$ cat config.mk
export PLATFORM = sky130hd
export DESIGN_NAME = vga_frame_reader
export DESIGN_NICKNAME = d
export VERILOG_FILES = /design/src/rtl/vga_frame_reader_pkg.sv /design/src/rtl/vga_frame_reader_delay_line.sv /design/src/rtl/vga_frame_reader.sv
export SDC_FILE = /design/constraint.sdc
export NUM_CORES = 1
export LEC_CHECK = 0
export CAP_MARGIN = 20
export CORE_UTILIZATION = 57
export CTS_CLUSTER_DIAMETER = 80
export CTS_CLUSTER_SIZE = 8
export DETAILED_ROUTE_END_ITERATION = 7
export GPL_ROUTABILITY_DRIVEN = 0
export GPL_TIMING_DRIVEN = 0
export HOLD_SLACK_MARGIN = 0.06
export PLACE_DENSITY = 0.85
export SYNTH_ARGS = -nofsm -noshare
export SYNTH_HDL_FRONTEND = slang
export SYNTH_HIERARCHICAL = 1
export SYNTH_SLANG_ARGS = --single-unit
$ cat constraint.sdc
create_clock -name clk_50mhz -period 6.4 [get_ports clk_50mhz]
set_input_delay 1.6 -clock clk_50mhz [delete_from_list [all_inputs] [get_ports clk_50mhz]]
set_output_delay 1.6 -clock clk_50mhz [all_outputs]
set_load 0.005 [all_outputs]
$ cat src/rtl/vga_frame_reader_pkg.sv
// Raster/image geometry defaults and shared types for the frame-buffer reader.
package vga_frame_reader_pkg;

    localparam int DEF_H_ACTIVE = 640;
    localparam int DEF_V_ACTIVE = 480;
    localparam int DEF_IMG_W    = 320;
    localparam int DEF_IMG_H    = 240;

    typedef logic [15:0] rgb565_t;

    localparam rgb565_t DEF_BG_COLOR = 16'h0000;

    typedef enum logic {
        ST_UNLOCKED = 1'b0,
        ST_LOCKED   = 1'b1
    } lock_state_t;

endpackage

$ cat src/rtl/vga_frame_reader_delay_line.sv
// Fixed-depth shift register that keeps raster control bits aligned with RAM read data.
module vga_frame_reader_delay_line #(
    parameter int DEPTH = 2,
    parameter int WIDTH = 3
) (
    input  logic             i_clk,
    input  logic             i_rst,
    input  logic [WIDTH-1:0] i_d,
    output logic [WIDTH-1:0] o_q
);

    logic [WIDTH-1:0] r_pipe [DEPTH];

    always_ff @(posedge i_clk or posedge i_rst) begin
        if (i_rst) begin
            for (int i = 0; i < DEPTH; i++) r_pipe[i] <= '0;
        end else begin
            r_pipe[0] <= i_d;
            for (int i = 1; i < DEPTH; i++) r_pipe[i] <= r_pipe[i-1];
        end
    end

    assign o_q = r_pipe[DEPTH-1];

endmodule

$ cat src/rtl/vga_frame_reader.sv
// Turns raster position into 2x-upscaled frame-buffer reads and returns RGB565 pixels
// aligned with the delayed sync signals.
module vga_frame_reader
    import vga_frame_reader_pkg::*;
#(
    parameter int      IMG_W    = DEF_IMG_W,
    parameter int      IMG_H    = DEF_IMG_H,
    parameter int      H_ACTIVE = DEF_H_ACTIVE,
    parameter int      V_ACTIVE = DEF_V_ACTIVE,
    parameter int      RAM_LAT  = 1,
    parameter rgb565_t BG_COLOR = DEF_BG_COLOR
) (
    input  logic        clk_50mhz,
    input  logic        rst,
    input  logic [9:0]  h_cnt,
    input  logic [9:0]  v_cnt,
    input  logic        visible,
    input  logic        hsync_in,
    input  logic        vsync_in,
    output logic [16:0] ram_addr,
    output logic        ram_rd_en,
    input  logic [15:0] ram_rdata,
    output logic [15:0] pixel_data,
    output logic        pixel_valid,
    output logic        hsync_out,
    output logic        vsync_out
);

    localparam logic [16:0] ADDR_MAX  = 17'(IMG_W * IMG_H - 1);
    localparam logic [16:0] BASE_MAX  = 17'((IMG_H - 1) * IMG_W);
    localparam logic [16:0] LINE_STEP = 17'(IMG_W);
    localparam logic [9:0]  H_LAST    = 10'(H_ACTIVE - 1);
    localparam logic [9:0]  V_END     = 10'(V_ACTIVE);

    function automatic logic [16:0] sat_add(input logic [16:0] a, input logic [16:0] b,
                                            input logic [16:0] lim);
        logic [17:0] sum;
        sum = {1'b0, a} + {1'b0, b};
        if (sum > {1'b0, lim}) return lim;
        return sum[16:0];
    endfunction

    lock_state_t r_state;
    logic [16:0] r_addr;
    logic [16:0] r_line_base;
    logic        r_x_phase;
    logic [16:0] r_ram_addr;
    logic        r_ram_rd_en;
    rgb565_t     r_pixel_data;
    logic        r_pixel_valid;
    logic        r_hsync;
    logic        r_vsync;

    logic        w_frame_start;
    logic        w_lock_now;
    logic        w_read;
    logic        w_line_end;
    logic [16:0] w_cur_addr;
    logic [16:0] w_cur_base;
    logic        w_cur_phase;
    logic [16:0] w_next_base;
    logic [16:0] w_inc_addr;
    logic [2:0]  w_dly;

    // Frame start behaves as if the counters were already cleared, so pixel (0,0) reads address 0.
    assign w_frame_start = (h_cnt == '0) && (v_cnt == '0);
    assign w_lock_now    = (r_state == ST_LOCKED) || w_frame_start;
    assign w_read        = visible && w_lock_now;
    assign w_line_end    = w_read && (h_cnt == H_LAST) && (v_cnt < V_END);
    assign w_cur_addr    = w_frame_start ? '0 : r_addr;
    assign w_cur_base    = w_frame_start ? '0 : r_line_base;
    assign w_cur_phase   = w_frame_start ? 1'b0 : r_x_phase;
    assign w_next_base   = v_cnt[0] ? sat_add(w_cur_base, LINE_STEP, BASE_MAX) : w_cur_base;
    assign w_inc_addr    = sat_add(w_cur_addr, 17'd1, ADDR_MAX);

    // Stage p0: lock FSM and address generation
    always_ff @(posedge clk_50mhz or posedge rst) begin
        if (rst) begin
            r_state     <= ST_UNLOCKED;
            r_addr      <= '0;
            r_line_base <= '0;
            r_x_phase   <= 1'b0;
            r_ram_addr  <= '0;
            r_ram_rd_en <= 1'b0;
        end else begin
            if (w_frame_start) r_state <= ST_LOCKED;
            r_ram_rd_en <= w_read;
            if (w_read) begin
                r_ram_addr <= w_cur_addr;
                if (w_line_end) begin
                    // Odd raster lines advance to the next image line, even lines repeat it.
                    r_line_base <= w_next_base;
                    r_addr      <= w_next_base;
                    r_x_phase   <= 1'b0;
                end else begin
                    r_line_base <= w_cur_base;
                    r_x_phase   <= ~w_cur_phase;
                    r_addr      <= w_cur_phase ? w_inc_addr : w_cur_addr;
                end
            end else if (w_frame_start) begin
                r_addr      <= '0;
                r_line_base <= '0;
                r_x_phase   <= 1'b0;
            end
        end
    end

    vga_frame_reader_delay_line #(
        .DEPTH (RAM_LAT + 1),
        .WIDTH (3)
    ) u_ctrl_dly (
        .i_clk (clk_50mhz),
        .i_rst (rst),
        .i_d   ({w_read, hsync_in, vsync_in}),
        .o_q   (w_dly)
    );

    // Stage p1: RAM data capture aligned with the delayed control bits
    always_ff @(posedge clk_50mhz or posedge rst) begin
        if (rst) begin
            r_pixel_data  <= BG_COLOR;
            r_pixel_valid <= 1'b0;
            r_hsync       <= 1'b0;
            r_vsync       <= 1'b0;
        end else begin
            r_pixel_data  <= w_dly[2] ? ram_rdata : BG_COLOR;
            r_pixel_valid <= w_dly[2];
            r_hsync       <= w_dly[1];
            r_vsync       <= w_dly[0];
        end
    end

    assign ram_addr    = r_ram_addr;
    assign ram_rd_en   = r_ram_rd_en;
    assign pixel_data  = r_pixel_data;
    assign pixel_valid = r_pixel_valid;
    assign hsync_out   = r_hsync;
    assign vsync_out   = r_vsync;

endmodule

==> flow_metrics.env, run 1 <==
export IMPL_switching_power_mw=0.225
export IMPL_clockBufferDepth=2
export IMPL_dr_pass1_iters=5
export IMPL_worst_pin_slew_ns=0.869
export IMPL_yosysUniqueCellTypes=78
export IMPL_cts_tree="built"
export IMPL_drt_iter0_drc=510
export IMPL_min_period_over_period_pct=93.6
export IMPL_grt_pass1_vias=3856
export IMPL_synth_xor_area_share_pct=1.58
export IMPL_crit_required_ns=6.65
export IMPL_fp_dieW_um=90.1
export IMPL_synth_compound_area_share_pct=20.0
export IMPL_reg2reg_to="r_addr[12]"
export IMPL_seqPwrFrac_pct=52.9
export IMPL_area_growth_synth_to_final_pct=24.6
export IMPL_grt_setup_unrepaired="no"
export IMPL_clk_latency_ns=0.36
export IMPL_hold_worst_slack_ns=0.357
export IMPL_finalNonFillerCells=669
export IMPL_critPathKind="in2reg"
export IMPL_die_area_mm2=0.00813
export IMPL_min_path_type="reg2reg"
export IMPL_post_cts_resized=0
export IMPL_initial_core_util_pct=60.1
export IMPL_cts_root_buffer="clkbuf_8"
export IMPL_fin_skew_ns=0.00821
export IMPL_syn_area_mm2=0.00443
export IMPL_postCtsSetupBuffers=0
export IMPL_core_area_mm2=0.00737
export IMPL_grt_usage_pct=30.1
export IMPL_combPwrFrac_pct=4.7
export IMPL_synthesis_nets=524
export IMPL_reg2reg_slack_ns=3.22
export IMPL_antenna_found_initial=0
export IMPL_routedWlPerCell_um=18.0
export IMPL_row_count=31
export IMPL_synthAdderAreaFrac_pct=1.13
export IMPL_crit_path_start_kind="input pin"
export IMPL_final_cell_area_mm2=0.00552
export IMPL_postSynthAreaPerCell_um2=9.24
export IMPL_drv_cap=0
export IMPL_cts_sinks=79
export IMPL_utilization_pct=74.9
export IMPL_yosysSeqAreaShare_pct=44.6
export IMPL_intPower_mw=0.722
export IMPL_clock_fmax_mhz=167
export IMPL_synth_edf_count=0
export IMPL_muxShareOfSynthArea_pct=0.452
export IMPL_drv_slew=0
export IMPL_ant_nets=0
export IMPL_cp_endpoint="r_addr[1]"
export IMPL_timing_setup_tns_ns=0
export IMPL_port_buffers=75
export IMPL_nets=610
export IMPL_detailed_place_hpwl_um=8690
export IMPL_cts_htree_levels=3
export IMPL_path_clk_slew_ns=0.09
export IMPL_cts_buffers=9
export IMPL_worst_setup_path_end_kind="flip-flop"
export IMPL_hold_violations=0
export IMPL_peakVddDrop_mv=0.169
export IMPL_rr_startpoint="r_line_base[7]"
export IMPL_placed_area_mm2=0.00531
export IMPL_setup_slack_ns=0.412
export IMPL_grt_max_degree=74
export IMPL_grt_overflow_total=0
export IMPL_reg2reg_depth=11
export IMPL_ios=78
export IMPL_place_ws_ns=0.203
export IMPL_ys_seq_elements=79
export IMPL_p_leak_nw=2.40
export IMPL_power_mw=0.947
export IMPL_synth_simple_area_share_pct=26.3
export IMPL_dp_cells=653
export IMPL_finalCriticalPeriod_ns=5.99
export IMPL_async_flop_share_pct=100
export IMPL_outcome="finished clean"
export IMPL_setup_worst_path_start="h_cnt[7]"
export IMPL_netlist_instances=479
export IMPL_slew_headroom_pct=42.0
export IMPL_synth_ff_type="dfrtp_1"
export IMPL_ys_warn_count=6
export IMPL_diodes=0
export IMPL_finalSetupViolations=0
export IMPL_clkPwrFrac_pct=42.4
export IMPL_viasPerCell=6.24
export IMPL_critPathMaxFanout=10
export IMPL_sw_frac_of_total_pct=23.7
export IMPL_fill_cells=513
export IMPL_ctsHoldBuffers=0
export IMPL_drive_gt1_share_pct=10.0
export IMPL_die_y_um=90.1
export IMPL_drc=0
export IMPL_grt_pass1_wl_um=19300
export IMPL_cellPowerDensity_mw_per_mm2=172
export IMPL_worstPathArrival_ns=6.24
export IMPL_synth_top_family_by_area="simple AND/OR/NAND/NOR gates"
export IMPL_wl_um=12000
export IMPL_vias=4173
## area by class of cell
cell class	count	area [µm²]	area share, %
multi-input cells	345	2190	39.7
flip-flops and latches	79	1980	35.8
repair buffers	75	751	13.6
plain buffers	37	191	3.47
clock buffers	10	138	2.49
well taps	99	124	2.24
clock inverters	6	76.3	1.38
inverters	18	71.3	1.29
## cells in the mapped netlist, types with 4 or more instances
| library cell | number | area [µm²] |
|---|---|---|
| clkbuf_1 | 20 | 75.1 |
| and2_1 | 29 | 181 |
| or3_1 | 5 | 31.3 |
| o31ai_1 | 4 | 30.0 |
| ha_1 | 4 | 50.1 |
| nor2_1 | 13 | 48.8 |
| nand3_1 | 19 | 95.1 |
| a21o_1 | 8 | 60.1 |
| buf_6 | 4 | 45.0 |
| nor3_1 | 14 | 70.1 |
| o21ai_0 | 34 | 170 |
| xnor2_1 | 7 | 61.3 |
| a21oi_1 | 18 | 90.1 |
| nor4_1 | 7 | 43.8 |
| o211ai_1 | 8 | 60.1 |
| a211oi_1 | 5 | 37.5 |
| nand4_1 | 14 | 87.6 |
| nand2_1 | 70 | 263 |
| inv_1 | 16 | 60.1 |
| buf_2 | 9 | 45.0 |
| dfrtp_1 | 79 | 1980 |
| a211o_1 | 4 | 35.0 |
## registers in the layout, indices dropped and copies added, names as in the netlist
name and cells:
pixel_data 16, r_x_phase 1, r_addr 17, pixel_valid 1
ram_addr 17, r_state 1, r_line_base 17, ram_rd_en 1
u_ctrl_dly/r_pipe 3, vsync_out 1, u_ctrl_dly/o_q 3, hsync_out 1
## power by group through the flow
stage	combinational, mW	clock, mW	sequential, mW
2_1_floorplan	0.0142	0	0.511
3_3_place_gp	0.0434	0	0.511
3_5_place_dp	0.0450	0	0.511
4_1_cts	0.0451	0.406	0.501
5_1_grt	0.0489	0.426	0.502
6_report	0.0444	0.402	0.501
## logic make-up after synthesis
kind of cell,count (synthesis)
simple gates,208
compound gates,123
flops,79
buf+inv,55
xor+xnor,8
fa+ha+maj,4
mux,2
## critical path, cell delays in order
cell,delay (ns)
clkdlybuf4s50_1,0.45
or3_1,0.13
and4b_1,0.23
nand2_1,0.35
clkbuf_1,0.47
buf_1,0.53
nand2_1,0.21
inv_1,0.10
ha_1,0.31
nand3_1,0.22
nor4_2,0.37
nand3_1,0.20
o211ai_4,0.32
a21oi_4,0.11
or3_1,0.39
a32o_1,0.23
## worst min-delay path by stage
stage / start / to / slack, ns / cells after the start
finish: u_ctrl_dly/r_pipe[3] / u_ctrl_dly/o_q[0] / 0.36 / 0
global route: u_ctrl_dly/r_pipe[3] / u_ctrl_dly/o_q[0] / 0.36 / 0
CTS: u_ctrl_dly/r_pipe[3] / u_ctrl_dly/o_q[0] / 0.36 / 0
detailed placement: u_ctrl_dly/r_pipe[5] / u_ctrl_dly/o_q[2] / 0.34 / 0
global placement: u_ctrl_dly/r_pipe[5] / u_ctrl_dly/o_q[2] / 0.33 / 0
floorplan: u_ctrl_dly/r_pipe[3] / u_ctrl_dly/o_q[0] / 0.33 / 0
## layer usage
layer	GRT usage (%)	part of all wire [%]	up-vias
li1	-	-	1900
met1	40.1	40	1961
met2	47.6	47	275
met3	6.43	9.2	37
met4	13.2	3.1	0
met5	0	0	-
## cells in the final DEF (no fill, tap or decap), drive strengths merged, types with 3 or more instances in the layout
master         netlist  final
a211o                4      4
a211oi               6      6
a21o                 8      8
a21oi               22     22
a32oi                3      3
and2                29     29
and3                 3      3
buf                 17     17
clkbuf              20     30
clkdlybuf4s50        0     75
clkinv               2      5
dfrtp               79     79
ha                   4      4
inv                 16     18
nand2               71     71
nand2b               3      3
nand3               21     21
nand4               15     15
nor2                13     13
nor3                16     16
nor4                11     11
o211ai               9      9
o21ai               34     34
o221ai               3      3
o311ai               3      3
o31a                 3      3
o31ai                4      4
or3                  6      6
or4                  4      4
xnor2                7      7
Note: power is estimated with default switching activity, not from simulation.
==> run 2: changes to the inputs <==
==> constraint.sdc (replaced) <==
create_clock -name clk_50mhz -period 6.4 [get_ports clk_50mhz]
set_input_delay 0.96 -clock clk_50mhz [delete_from_list [all_inputs] [get_ports clk_50mhz]]
set_output_delay 0.96 -clock clk_50mhz [all_outputs]
set_load 0.005 [all_outputs]
==> results of run 2 <==
The final DEF is identical to that of run 1. Status: finished clean.
Among the figures that moved: setup slack after placement 0.203 ns -> 0.843 ns; setup slack after layout 0.412 ns -> 1.05 ns
